$ cat src/rtl/operand_stack_pkg.sv
// Shared definitions for the operand stack: stack-pointer op encodings and default sizes.
package operand_stack_pkg;

  localparam int STACK_DEPTH = 16;
  localparam int DATA_W      = 8;

  typedef enum logic [1:0] {
    DES_2 = 2'b00,
    DES_1 = 2'b01,
    ADV_0 = 2'b10,
    ADV_1 = 2'b11
  } sp_op_e;

endpackage

$ cat src/rtl/operand_stack_sp_unit.sv
// Combinational stack-pointer unit: new depth, write target and legality of one op.
module sp_unit
  import operand_stack_pkg::*;
#(
  parameter int DEPTH = STACK_DEPTH,
  parameter int PW    = $clog2(DEPTH) + 1,
  parameter int AW    = $clog2(DEPTH)
) (
  input  logic [PW-1:0] depth,
  input  logic [1:0]    sp_op,
  input  logic          wr_en,
  input  logic          op_valid,
  output logic [PW-1:0] nd,
  output logic          do_write,
  output logic [AW-1:0] write_idx,
  output logic          ovf,
  output logic          udf
);

  // Illegal ops keep nd at the current depth and suppress the write.
  always_comb begin
    nd       = depth;
    do_write = 1'b0;
    ovf      = 1'b0;
    udf      = 1'b0;
    if (op_valid) begin
      case (sp_op_e'(sp_op))
        DES_2: begin
          if (depth >= (wr_en ? PW'(3) : PW'(2))) begin
            nd       = depth - PW'(2);
            do_write = wr_en;
          end else begin
            udf = 1'b1;
          end
        end
        DES_1: begin
          if (depth >= (wr_en ? PW'(2) : PW'(1))) begin
            nd       = depth - PW'(1);
            do_write = wr_en;
          end else begin
            udf = 1'b1;
          end
        end
        ADV_0: begin
          if (!wr_en) begin
            nd = depth;
          end else if (depth >= PW'(1)) begin
            do_write = 1'b1;
          end else begin
            udf = 1'b1;
          end
        end
        ADV_1: begin
          if (depth < PW'(DEPTH)) begin
            nd       = depth + PW'(1);
            do_write = 1'b1;
          end else begin
            ovf = 1'b1;
          end
        end
        default: begin
          nd = depth;
        end
      endcase
    end else begin
      nd = depth;
    end
  end

  // Only meaningful when do_write is set, which implies nd >= 1.
  assign write_idx = AW'(nd - PW'(1));

endmodule

$ cat src/rtl/operand_stack.sv
// Operand stack: storage, depth register and sticky error flags; pointer logic lives in sp_unit.
module operand_stack
  import operand_stack_pkg::*;
#(
  parameter int DEPTH = STACK_DEPTH,
  parameter int DW    = DATA_W,
  parameter int PW    = $clog2(DEPTH) + 1
) (
  input  logic          clk,
  input  logic          rst_n,
  input  logic          op_valid,
  input  logic [1:0]    sp_op,
  input  logic          wr_en,
  input  logic [DW-1:0] wr_data,
  input  logic          err_clr,
  output logic [DW-1:0] top_st,
  output logic [DW-1:0] snd_st,
  output logic [PW-1:0] depth,
  output logic          empty,
  output logic          full,
  output logic          err_ovf,
  output logic          err_udf
);

  localparam int AW = $clog2(DEPTH);

  logic [DW-1:0] mem_q [DEPTH];
  logic [DW-1:0] mem_d [DEPTH];
  logic [PW-1:0] depth_q, depth_d;
  logic          err_ovf_q, err_ovf_d;
  logic          err_udf_q, err_udf_d;

  logic [PW-1:0] nd;
  logic          do_write;
  logic [AW-1:0] write_idx;
  logic          ovf, udf;

  sp_unit #(.DEPTH(DEPTH), .PW(PW), .AW(AW)) u_sp_unit (
    .depth     (depth_q),
    .sp_op     (sp_op),
    .wr_en     (wr_en),
    .op_valid  (op_valid),
    .nd        (nd),
    .do_write  (do_write),
    .write_idx (write_idx),
    .ovf       (ovf),
    .udf       (udf)
  );

  // Next-state: storage write, depth update, and flags where a new error beats err_clr.
  always_comb begin
    mem_d   = mem_q;
    depth_d = nd;
    if (do_write) begin
      mem_d[write_idx] = wr_data;
    end else begin
      mem_d = mem_q;
    end
    if (ovf) begin
      err_ovf_d = 1'b1;
    end else if (err_clr) begin
      err_ovf_d = 1'b0;
    end else begin
      err_ovf_d = err_ovf_q;
    end
    if (udf) begin
      err_udf_d = 1'b1;
    end else if (err_clr) begin
      err_udf_d = 1'b0;
    end else begin
      err_udf_d = err_udf_q;
    end
  end

  // State registers.
  always_ff @(posedge clk or negedge rst_n) begin
    if (!rst_n) begin
      for (int i = 0; i < DEPTH; i++) begin
        mem_q[i] <= '0;
      end
      depth_q   <= '0;
      err_ovf_q <= 1'b0;
      err_udf_q <= 1'b0;
    end else begin
      mem_q     <= mem_d;
      depth_q   <= depth_d;
      err_ovf_q <= err_ovf_d;
      err_udf_q <= err_udf_d;
    end
  end

  // Popped entries keep stale data, so reads outside the live range are masked.
  assign top_st  = (depth_q >= PW'(1)) ? mem_q[AW'(depth_q - PW'(1))] : {DW{1'b0}};
  assign snd_st  = (depth_q >= PW'(2)) ? mem_q[AW'(depth_q - PW'(2))] : {DW{1'b0}};
  assign depth   = depth_q;
  assign empty   = (depth_q == '0);
  assign full    = (depth_q == PW'(DEPTH));
  assign err_ovf = err_ovf_q;
  assign err_udf = err_udf_q;

endmodule

$ cat config.mk
export PLATFORM = sky130hd
export DESIGN_NAME = operand_stack
export DESIGN_NICKNAME = d
export VERILOG_FILES = /design/src/rtl/operand_stack_pkg.sv /design/src/rtl/operand_stack_sp_unit.sv /design/src/rtl/operand_stack.sv
export SDC_FILE = /design/constraint.sdc
export NUM_CORES = 1
export LEC_CHECK = 0
export BUFFER_PORTS_ARGS = -buffer_cell sky130_fd_sc_hd__buf_2
export CORE_MARGIN = 1.5
export CORE_UTILIZATION = 45
export DETAILED_ROUTE_END_ITERATION = 6
export GPL_TIMING_DRIVEN = 0
export PLACE_DENSITY = 0.64
export SKIP_CTS_REPAIR_TIMING = 1
export SLEW_MARGIN = 20
export SYNTH_ARGS = -nofsm -noshare
export SYNTH_HDL_FRONTEND = slang
export SYNTH_SLANG_ARGS = --single-unit
$ cat constraint.sdc
create_clock -name clk -period 4.55 [get_ports clk]
set_input_delay 0.2275 -clock clk [delete_from_list [all_inputs] [get_ports clk]]
set_output_delay 0.2275 -clock clk [all_outputs]
set_load 0.03 [all_outputs]
## Word-level counts from Yosys, hierarchy flattened

Index checks and enable logic that the tools add are counted.

| cells by class | value |
|---|---|
| $add $sub $neg | 4 |
| order comparisons | 9 |
| equality and inequality tests | 4 |
| mux-type cells | 37 |
| bitwise gates (word level) | 3 |
| reduce and logical (&&, ||, !) cells | 5 |

Operators by type and width:

| operator | count |
|---|---|
| bitwise mux 128 bit | 1 |
| binary-select mux 8 bit (select 4 bit) | 2 |
| 2-to-1 mux 8 bit | 7 |
| demux 8 bit (select 4 bit) | 1 |
| 2-to-1 mux 5 bit | 4 |
| one-hot mux 5 bit (4 select lines) | 1 |
| 2-to-1 mux 1 bit | 18 |
| greater-or-equal comparator 5 bit, second input constant | 3 |
| inverter 4 -> 5 bit | 3 |
| greater-or-equal comparator 5 bit | 2 |
| adder 5 x 1 -> 5 bit, second input constant | 1 |
| == test 5 bit, second input constant | 1 |
| greater-or-equal comparator 5 x 1 -> 1 bit, second input constant | 1 |
| greater-or-equal comparator 5 x 2 -> 1 bit, second input constant | 1 |
| logical NOT 5 bit | 1 |
| < comparator 5 x 1 -> 1 bit, second input constant | 1 |
| < comparator 5 bit, second input constant | 1 |
| subtractor 5 x 1 -> 5 bit, second input constant | 1 |
| subtractor 5 x 2 -> 5 bit, second input constant | 1 |
| == test 2 bit, second input constant | 2 |
| one-hot mux 1 bit (4 select lines) | 1 |
| nonzero test 2 bit | 2 |
| subtractor 4 x 1 -> 4 bit, second input constant | 1 |
| one-hot mux 1 bit (3 select lines) | 1 |
| 4 further kinds | 4 |

| storage, ports and cells | value |
|---|---|
| bits in registers | 135 |
| bits of input ports | 15 |
| output and inout port bits | 25 |
| word-level logic and storage cells | 81 |

## Longest topological paths before layout

Gate-level depths: netlist of the first run.

| logic depth | value |
|---|---|
| word-level depth | 12 |
| mapped depth | 15 |
| gate-level depth less buffers | 10 |

## By module

A second synthesis of the first run with hierarchy kept.

| second synthesis, totals | value |
|---|---|
| cells, all modules | 640 |
| area total of the unflattened synthesis | 8206.6 µm² |

Modules (own cells, without submodules):

| module | times used | cells an instance | area an instance (µm²) | seq. area each (µm²) |
|---|---|---|---|---|
| operand_stack | 1 | 533 | 7405.9 | 3378.2 |
| sp_unit | 1 | 107 | 800.8 | 0.0 |

## Worst setup path before layout of the first run

Ideal clock, no wire load.

| timing | value |
|---|---|
| kind | register to output |
| start point | register depth_q[0], in the netlist depth[0] |
| end point | output top_st[0] |
| arrival time | 4.457 ns |
| required time | 4.323 ns |
| setup slack | -0.134 ns |
| cell stages (with the launch flop) | 13 |
| buffers on the path | 7 |
| path through | dfrtp_1 > buf_2 > buf_2 > buf_1 > buf_2 > inv_1 > ha_1 > clkbuf_1 > clkbuf_1 > clkbuf_1 > mux4_2 > mux2i_1 > a211oi_1 |

| between the ends | value |
|---|---|
| cells in the longest elaborated chain, start to end | 6 |
| elaborated cells between the ends (all ways) | 7 |
| classes of those cells | add/sub (1); order compare (1); mux (4); bitwise (1) |

RTL lines:

| what | RTL line | source |
|---|---|---|
| start: declaration | operand_stack.sv:29 | `logic [PW-1:0] depth_q, depth_d;` |
| start signal: assignment | operand_stack.sv:86 | `depth_q <= depth_d;` |
| subtractor 5 x 1 -> 5 bit | n/a |  |
| inverter 4 -> 5 bit (not written as such) | operand_stack.sv:93 | `assign top_st = (depth_q >= PW'(1)) ? mem_q[AW'(depth_q - PW'(1))] : {DW{1'b0}};` |
| binary-select mux 8 bit (select 4 bit) | operand_stack.sv:93 |  |
| 2-to-1 mux 8 bit (not written as such) (2 in series) | operand_stack.sv:93 |  |
| 2-to-1 mux 8 bit (*) | operand_stack.sv:93 |  |
| end: declaration | operand_stack.sv:16 | `output logic [DW-1:0] top_st,` |

Every way passes the cells marked *; elsewhere a longest branch is shown, timed or not. The select of a mux whose other input is x is not followed.

## Final worst setup path of the first run

| timing | value |
|---|---|
| start point | register depth_q[0], in the netlist depth[0] |
| end point | register mem_q[38] (netlist name) |

| between the ends | value |
|---|---|
| cells in the longest elaborated chain, start to end | 11 |
| elaborated cells between the ends (all ways) | 27 |
| classes of those cells | add/sub (4); order compare (6); mux (15); bitwise (1); reduce/logical (1) |

RTL lines:

| what | RTL line | source |
|---|---|---|
| adder 5 x 1 -> 5 bit, or another cell as far along | operand_stack_sp_unit.sv:55 | `nd = depth + PW'(1);` |
| 2-to-1 mux 5 bit (on tied branches) | operand_stack_sp_unit.sv:54, operand_stack_sp_unit.sv:29, operand_stack_sp_unit.sv:37 |  |
| one-hot mux 5 bit (4 select lines) | operand_stack_sp_unit.sv:27 | `case (sp_op_e'(sp_op))` |
| 2-to-1 mux 5 bit (*) | operand_stack_sp_unit.sv:26 | `if (op_valid) begin` |
| named net depth_d[0] | operand_stack.sv:29 |  |
| subtractor 4 x 1 -> 4 bit (*) | operand_stack_sp_unit.sv:71 | `assign write_idx = AW'(nd - PW'(1));` |
| inverter 4 -> 5 bit (not written as such) (*) | operand_stack.sv:55 | `mem_d[write_idx] = wr_data;` |
| greater-or-equal comparator 5 bit (not written as such) or < comparator 5 x 1 -> 1 bit (tied branches) | operand_stack.sv:55 |  |
| logical AND 1 bit (not written as such) | operand_stack.sv:55 |  |
| 2-to-1 mux 8 bit (not written as such) | operand_stack.sv:55 |  |
| demux 8 bit (select 4 bit) (*) | operand_stack.sv:55 |  |
| bitwise mux 128 bit (*) | operand_stack.sv:55 |  |
| end signal: assignment | operand_stack.sv:85 | `mem_q <= mem_d;` |
| end: declaration | operand_stack.sv:27 | `logic [DW-1:0] mem_q [DEPTH];` |

Mark *: on every way through the listed nets, which the timed path passes. The rest lies on a longest branch.
A chain may end at the register's enable or synchronous reset.

==> run metrics, run 1 <==
outcome=finished clean; CTS tree=built; Setup WS pre-CTS=-0.975 ns; Worst-Margin Slew=1.01 ns; Peak Freq=0.229 GHz; routability congestion estimate=0.880; Int Power=4.96 mW; CP endpoint kind=flop; Yosys warning total=0; Final Routed Wirelength=22300 microns; antenna violations before repair=1; critical path class=reg2reg; Hold Startpoint=wr_data[3]; worst vdd rail ir drop=0.520 mV; Final Hold Vio Count=0; reg2reg path depth=15; worst reg2reg endpoint=mem_q[38]; Max Cap Viol=0; DP HPWL=15400 microns; Die H=136 microns; CTS Root Cell=clkbuf_16; Yosys cell types=47; part of the power in registers=about 25%; per-cell routed wire length=25.8 microns; clock sinks=135; top-area cell type share of the netlist area=between 40% and 50%; final setup margin=0.181 ns; critical path launch point type=flop; Worst Path Required=4.85 ns; Port Buf Inserts=39; Sw Pwr=3.44 mW; clock buffer count from CTS=17; cell taking the most area after synthesis=dfrtp_1; biggest cell delay along the critical path=0.48 ns; cell mode on critical path=buf_6; Synth Net Count=585; total congestion overflow=0; Worst R2R Start=depth[0]; Synth Register Bits=135; num ports=40; Worst Skew=0.00722 ns; DR iter-0 viols=303; Cells after Synth=554; Pwr Density=a little under 900 nW/um^2; GRT Util Overall=25.7%; share of cells above drive strength 1=52.2%; Final ANT Viol Nets=0; routed via count=5308; Post-synth EDFFs=0; Combinational Power Share=55.3%; CTS Buffer Depth=2; Rel. slew slack=32.1%; Worst-path clk slew=0.06 ns; ys flop type=dfrtp_1; critical path fanouts, max=10; hold crit path type=in2reg; vias in the first global route=5717; critical path's slowest cell=a311oi_4; Pleak=around 4.3 nW; area delta synth->final=19.8%; R2R setup slack=approximately 0.18 ns; Hold WS=0.143 ns; Worst-Skew Late Latency=0.43 ns; Synth Cell Area=8020 sq um; row count=48; crit path DAT=4.67 ns; first-pass GRT wire length=between 30000 and 40000 microns; Synth area leaders=dfrtp_1 42%, mux4_2 20%, mux2_2 13%; core area=17400 sq um; Async S/R FF share, synth=100%; Syn Area/Cell=14.5 sq um; Hold Path Stages=2; Setup-failing EPs final=0; sequential fraction of the synthesis area=42.1%; initial cell density of the core=between 40% and 50%; DR vias/cell=6.15; Die W=between 100 and 150 microns; area of the die=18600 sq um; largest net degree at the start of global routing=84; Post-synth top cells=135 x dfrtp_1, 96 x mux2_2, 72 x mux4_2; Endpoint, Worst Hold=mem_q[123]; Final period util=96.0%; most common cell in the netlist=dfrtp_1; max-slew violations=0; part of the power in the clock network=19.5%; Final nets=656; min Tclk post-route=roughly 4.4 ns; switching part of the total power=41.0%; DRC Markers=0; worst path cell trace=buf_2 -> buf_6 -> buf_6 -> buf_6 -> inv_1 -> ha_1 -> nand2b_1 -> a211oi_4 -> nor4b_1 -> a311oi_4 -> buf_4 -> inv_4 -> or3_1 -> buf_4 -> mux2_4; H-tree depth=4; First-pass DRT Iterations=4; Ant. Diodes=0
-- flip-flops by register name, summed over array words and instances, names as in the netlist --
signal and cells:
mem_q 128, depth 5, err_udf 1, err_ovf 1
-- metal layers --
| layer | global-route usage (%) | part of all wire, % | wire (microns) |
|---|---|---|---|
| met1 | 32.6 | 41 | 9140 |
| met2 | 44.6 | 52 | 11600 |
| met3 | 4.14 | 4.3 | 954 |
| met4 | 8.63 | 2.7 | 603 |
| met5 | 0 | 0 | 0 |
-- through the flow --
| step | area, sq um | std cells | setup TNS (ns) | util (%) | power, mW |
|---|---|---|---|---|---|
| after CTS | 9280 | 851 | -97.35 | 53.4 | 8.22 |
| after global routing | 9610 | 863 | -0.0367 | 55.3 | 8.80 |
| after global placement | 8530 | 818 | -82.87 | 49.1 | 6.40 |
| after floorplan | 8050 | 554 | 0 | - | 5.25 |
| final | 9610 | 863 | 0 | 55.3 | 8.39 |
| after detailed placement | 8570 | 819 | -86.72 | 49.4 | 6.53 |
-- power groups by stage --
stage | clock network (mW) | logic [mW] | registers [mW]
2_1_floorplan | 0 | 3.23 | 2.02
3_3_place_gp | 0 | 4.33 | 2.06
3_5_place_dp | 0 | 4.41 | 2.11
4_1_cts | 1.66 | 4.45 | 2.10
5_1_grt | 1.72 | 4.91 | 2.18
6_report | 1.64 | 4.64 | 2.12
-- critical path, delay by kind of cell (launching register included) --
kind | cells | cell delay, ns
muxes | 1 | 0.31
and+or+nand+nor | 3 | 0.75
DFF | 1 | 0.43
adders and majority gates | 1 | 0.33
buffers and inverters | 8 | 1.58
AOI/OAI and AO/OA | 2 | 0.82
-- cell families (layout without fill, tap and decap cells) --
group                    after synthesis  after routing  synth area share, %
multiplexers                         208            208                 40.7
flip-flops                           135            135                 42.1
AND/OR/NAND/NOR                       79             79                 6.02
AO/OA/AOI/OAI                         57             57                 5.32
buffers and inverters                 55            139                 2.87
adder cells (fa/ha/maj)               16             16                 2.50
XOR/XNOR                               4              4                0.437
-- layout by cell type (no fill, tap or decap), drive strengths merged, types with 10 or more instances in the layout --
| cell | instances |
|---|---|
| nand2 | 15 |
| mux2 | 128 |
| mux4 | 72 |
| ha | 16 |
| inv | 15 |
| nor2 | 11 |
| dfrtp | 135 |
| clkbuf | 44 |
| buf | 67 |
| a211oi | 17 |
| nor2b | 17 |
| o21ai | 10 |
-- cell type report --
type	count	area [sq um]
well taps	225	282
clock inverters	12	245
fillers	1404	7750
flip-flops and latches	135	3380
plain buffers	39	206
inverters	14	55.1
multi-input cells	364	4580
repair buffers	54	405
clock buffers	20	457
-- how the worst max path moves through the flow --
| stage | start | endpoint | slack [ns] | cells past startpoint |
|---|---|---|---|---|
| after global placement | depth[0] | top_st[4] | -0.92 | 13 |
| after floorplan | depth[0] | mem_q[0] | 0.17 | 13 |
| after global routing | depth[0] | top_st[6] | -0.01 | 12 |
| after CTS | depth[0] | top_st[5] | -1.50 | 13 |
| final | depth[0] | mem_q[38] | 0.18 | 15 |
| after detailed placement | depth[0] | top_st[4] | -0.98 | 13 |
Power figures use the tool's default switching activity.
==> inputs of run 2 (changes only) <==
--- a/config.mk
+++ b/config.mk
@@ -10,7 +10,8 @@
 export CORE_UTILIZATION = 45
 export DETAILED_ROUTE_END_ITERATION = 6
 export GPL_TIMING_DRIVEN = 0
-export PLACE_DENSITY = 0.64
+export PLACE_DENSITY = 0.62
+export SETUP_SLACK_MARGIN = 0.02
 export SKIP_CTS_REPAIR_TIMING = 1
 export SLEW_MARGIN = 20
 export SYNTH_ARGS = -nofsm -noshare
==> constraint.sdc (replaced) <==
create_clock -name clk -period 4.5 [get_ports clk]
set_input_delay 0.225 -clock clk [delete_from_list [all_inputs] [get_ports clk]]
set_output_delay 0.225 -clock clk [all_outputs]
set_load 0.03 [all_outputs]
==> run 2 against run 1 <==
Against the previous run:
- critical path depth did not move
- non-clock buffer count down 3
- register-to-register slack lost 0.02 ns
==> run metrics, run 2 (same netlist as run 1, synthesis figures left out) <==
part of the power in registers=26.3%; First-pass DRT Iterations=4; Worst Skew=around 0.0047 ns; DR vias/cell=6.23; biggest cell delay along the critical path=slightly above 0.4 ns; Final period util=96.3%; hold crit path type=in2reg; routed via count=5354; reg2reg path depth=15; routability congestion estimate=0.876; antenna violations before repair=1; fillers=1393; worst reg2reg endpoint=mem_q[37]; area delta synth->final=18.1%; per-cell routed wire length=25.8 microns; Worst-Margin Slew=1.09 ns; clock buffer count from CTS=17; commonest cells after routing, fill and taps aside=135 x dfrtp_1, 96 x mux2_2, 72 x mux4_2; Setup-failing EPs final=0; R2R setup slack=0.16 ns; Worst R2R Start=depth[0]; switching part of the total power=42.1%; flip-flop count of the largest register after layout=128; critical path's slowest cell=dfrtp_1; clock sinks=135; Die H=around 140 microns; DR iter-0 viols=284; core area=17400 sq um; initial cell density of the core=46.2%; Pleak=4.22 nW; Port Buf Inserts=39; Int Power=4.73 mW; Hold Startpoint=err_clr; worst vdd rail ir drop=about 0.77 mV; Hold WS=0.0174 ns; Ant. Diodes=0; critical path launch point type=flop; Hold Path Stages=2; total congestion overflow=0; CTS Buffer Depth=2; area of the die=18600 sq um; Rel. slew slack=26.9%; Worst-path clk slew=roughly 0.06 ns; Sw Pwr=3.44 mW; crit path DAT=4.64 ns; Final nets=653; Worst Path Required=4.81 ns; DRC Markers=0; largest net degree at the start of global routing=90; GRT busiest layer=met2; Pwr Density=863 nW/um^2; Final Hold Vio Count=0; critical path fanouts, max=10; Biggest register=mem_q; Die W=136 microns; part of the power in the clock network=16.7%; DP HPWL=15700 microns; Max Cap Viol=0; Final Routed Wirelength=22200 microns; row count=48; GRT Util Overall=25.6%; Final ANT Viol Nets=0; CTS tree=built; CTS Root Cell=clkbuf_16; max-slew violations=0; FF+latch area=3380 sq um; met2 Resource Use GR=43.8%; num ports=40; most common cell after layout, fill and taps aside=dfrtp_1; CP endpoint kind=flop; critical path class=reg2reg; worst path cell trace=buf_2 -> buf_6 -> buf_6 -> buf_4 -> inv_1 -> ha_1 -> nand2b_1 -> a211oi_4 -> nor4b_1 -> a311oi_4 -> buf_4 -> inv_4 -> or3_1 -> buf_4 -> mux2_4; first-pass GRT wire length=about 34000 microns; met1 track demand over resource=31.5%; cell mode on critical path=buf_4; vias in the first global route=5768; min Tclk post-route=~4.3 ns; outcome=finished clean; Worst-Skew Late Latency=0.42 ns; Multi-input gate area=4590 sq um; share of cells above drive strength 1=between 50 and 60%; Peak Freq=0.231 GHz; Global Route met3 Usage=5.22%; # placed instances=819; Endpoint, Worst Hold=err_udf; H-tree depth=4; Combinational Power Share=57.0%; Post-Layout Cell Count=859
-- run 2: metal layers --
layer  up-vias  routed length, microns
li1       2272                       -
met1      2867                    9060
met2       170                   11400
met3        43                    1110
met4         2                     600
met5         -                      13
-- run 2: layout make-up --
class	instances	share of cell area, %
inverter	14	0.581
sequential	135	35.7
timing repair buffer	51	4.02
multi-input combinational	364	48.5
clock buffer	23	5.05
buffer	39	2.18
clock inverter	8	1.03
tap	225	2.97
-- run 2: power by group through the flow --
stage                     Clock, mW  Sequential [mW]  Combinational [mW]
after global placement            0             2.09                4.39
final                          1.36             2.14                4.66
after global routing           1.43             2.21                4.95
after CTS                      1.38             2.13                4.48
after floorplan                   0             2.05                3.26
after detailed placement          0             2.15                4.47
-- run 2: metrics by stage --
stage | utilization [%] | power [mW] | setup slack, ns | setup TNS, ns | cell area [sq um]
finish | 54.5 | 8.17 | 0.164 | 0 | 9470
global route | 54.5 | 8.59 | -0.0198 | -0.152 | 9470
CTS | 52.7 | 7.99 | -1.46 | -98.38 | 9150
detailed placement | 49.4 | 6.62 | -1.03 | -92.13 | 8580
global placement | 49.1 | 6.48 | -1.00 | -86.29 | 8530
floorplan | - | 5.31 | 0.119 | 0 | 8050
-- run 2: worst max path at each step --
stage	depth (start not counted)	endpoint	slack, ns	from
after CTS	13	top_st[1]	-1.46	depth[0]
after global placement	13	top_st[1]	-1.00	depth[0]
after floorplan	13	mem_q[0]	0.12	depth[0]
final	15	mem_q[37]	0.16	depth[0]
after global routing	15	mem_q[37]	-0.02	depth[0]
after detailed placement	13	top_st[1]	-1.03	depth[0]
-- run 2: worst max-delay path: cells and delay by family, from the launching register on --
kind,cells,cell delay [ns]
DFF,1,0.41
and+or+nand+nor,3,0.74
adders and majority gates,1,0.35
muxes,1,0.32
buffers and inverters,8,1.77
AOI/OAI and AO/OA,2,0.61
==> inputs of run 3 (changes only) <==
--- a/config.mk
+++ b/config.mk
@@ -10,7 +10,6 @@
 export CORE_UTILIZATION = 45
 export DETAILED_ROUTE_END_ITERATION = 6
 export GPL_TIMING_DRIVEN = 0
-export PLACE_DENSITY = 0.62
 export SETUP_SLACK_MARGIN = 0.02
 export SKIP_CTS_REPAIR_TIMING = 1
 export SLEW_MARGIN = 20
==> run 3 against run 2 <==
Against the previous run:
- clock skew grew 0.0040 ns
- design area is 0.19% higher
- sequential share of layout area is 0.066 points lower
- highest routed layer is now met4
- setup slack gained 0.024 ns
- total power about the same
- fmax increased by 0.56%
==> run metrics, run 3 (same netlist as run 1, synthesis figures left out) <==
Final Routed Wirelength=22200 microns; clock sinks=135; Worst R2R Start=depth[0]; Final nets=approximately 660; Setup crit start=depth[0]; Final ANT Viol Nets=0; critical path class=reg2reg; first-pass GRT wire length=34300 microns; per-cell routed wire length=25.7 microns; GRT Util Overall=25.5%; outcome=finished clean; Hold WS=0.128 ns; num ports=40; most common cell after layout, fill and taps aside=dfrtp_1; Worst-Margin Slew=1.20 ns; Setup WS pre-CTS=-1.06 ns; row count=48; Max Cap Viol=0; Worst Skew=0.00862 ns; DR vias/cell=6.16; min Tclk post-route=4.31 ns; Port Buf Inserts=39; Worst-path clk slew=0.06 ns; share of cells above drive strength 1=52.3%; flip-flop count of the largest register after layout=~130; Util after Layout=between 50% and 60%; CTS tree=built; commonest cells after routing, fill and taps aside=135 x dfrtp_1, 96 x mux2_2, 72 x mux4_2; critical path launch point type=flop; CTS Buffer Depth=2; # placed instances=between 800 and 900; Final Hold Vio Count=0; largest net degree at the start of global routing=80; final setup margin=~0.19 ns; Worst Path Required=4.81 ns; vias in the first global route=roughly 5.7k; DP HPWL=between 15000 and 20000 microns; dpl cell area=8570 sq um; antenna violations before repair=0; worst vdd rail ir drop=0.734 mV; Design Area, Final=9490 sq um; Die H=roughly 140 microns; critical path fanouts, max=10; crit path DAT=roughly 4.6 ns; area of the die=18600 sq um; Pwr Density=approximately 860 nW/um^2; total congestion overflow=0; DR iter-0 viols=~390; Biggest register=mem_q; RSZ-0062 raised after global routing=false; CP endpoint kind=flop; Worst-Skew Late Latency=0.43 ns; CTS Root Cell=clkbuf_16; First-pass DRT Iterations=4; Peak Freq=0.232 GHz; Setup-failing EPs final=0; H-tree depth=4; max-slew violations=0; Hold Startpoint=wr_data[6]; Power, Total=8.17 mW; fillers=1461; Ant. Diodes=0; initial cell density of the core=46.2%; clock buffer count from CTS=17; core area=17400 sq um; Rel. slew slack=about a fifth; Die W=136 microns; routed via count=about 5.3k; Final period util=about 96%; hold crit path type=in2reg; Post-Layout Cell Count=around 860; setup TNS=0 ns; routability congestion estimate=0.854; Pleak=4.21 nW; DRC Markers=0; area delta synth->final=18.3%
## run 3: cell types whose count changed in the layout (fill, tap and decap cells not counted), sizes merged
cell / previous run / this run
clkinv: 6 / 4
clkbuf: 46 / 43
bufinv: 2 / 1
dlygate4sd3: 1 / 2
clkinvlp: 0 / 4
inv: 14 / 18
## run 3: worst paths after layout
| kind | to | slack, ns | cells past startpoint |
|---|---|---|---|
| min reg2reg | mem_q[93] | 0.53 | 1 |
| min | mem_q[94] | 0.13 | 2 |
| max reg2reg | mem_q[70] | 0.19 | 15 |
| min in group asynchronous | mem_q[127] | 0.32 | 2 |
| max in group asynchronous | mem_q[53] | 3.43 | 3 |
| max | mem_q[70] | 0.19 | 15 |
## run 3: area by class of cell
class / instances / area (sq um) / share of cell area, %
Inverter: 14 / 55.1 / 0.580
Sequential cell: 135 / 3380 / 35.6
Tap cell: 225 / 282 / 2.97
Buffer: 39 / 213 / 2.24
Multi-Input combinational cell: 364 / 4580 / 48.3
Timing Repair Buffer: 53 / 410 / 4.33
Clock inverter: 13 / 121 / 1.28
Clock buffer: 19 / 443 / 4.67
## run 3: power breakdown
part / leakage (nW) / internal [mW] / switching, mW
clock: 0.268 / 0.780 / 0.573
sequential: 1.78 / 1.73 / 0.397
combinational: 2.16 / 2.16 / 2.52
## run 3: layer usage
| metal | vias to the layer above | share of wire [%] | track usage [%] |
|---|---|---|---|
| met2 | 158 | 52 | 43.4 |
| met1 | 2854 | 43 | 32.8 |
| met3 | 30 | 4.3 | 5.15 |
| met4 | 0 | 1.6 | 7.92 |
| li1 | 2267 | - | - |
| met5 | - | 0 | 0 |
## run 3: worst max-delay path, stage by stage, from the launching register on
cell,delay (ns)
dfrtp_1,0.46
buf_2,0.28
buf_6,0.22
buf_6,0.23
buf_6,0.22
inv_1,0.17
ha_1,0.33
nand2b_1,0.20
a211oi_4,0.35
nor4b_1,0.14
a311oi_4,0.36
buf_4,0.24
inv_4,0.05
or3_1,0.37
buf_4,0.21
mux2_4,0.31
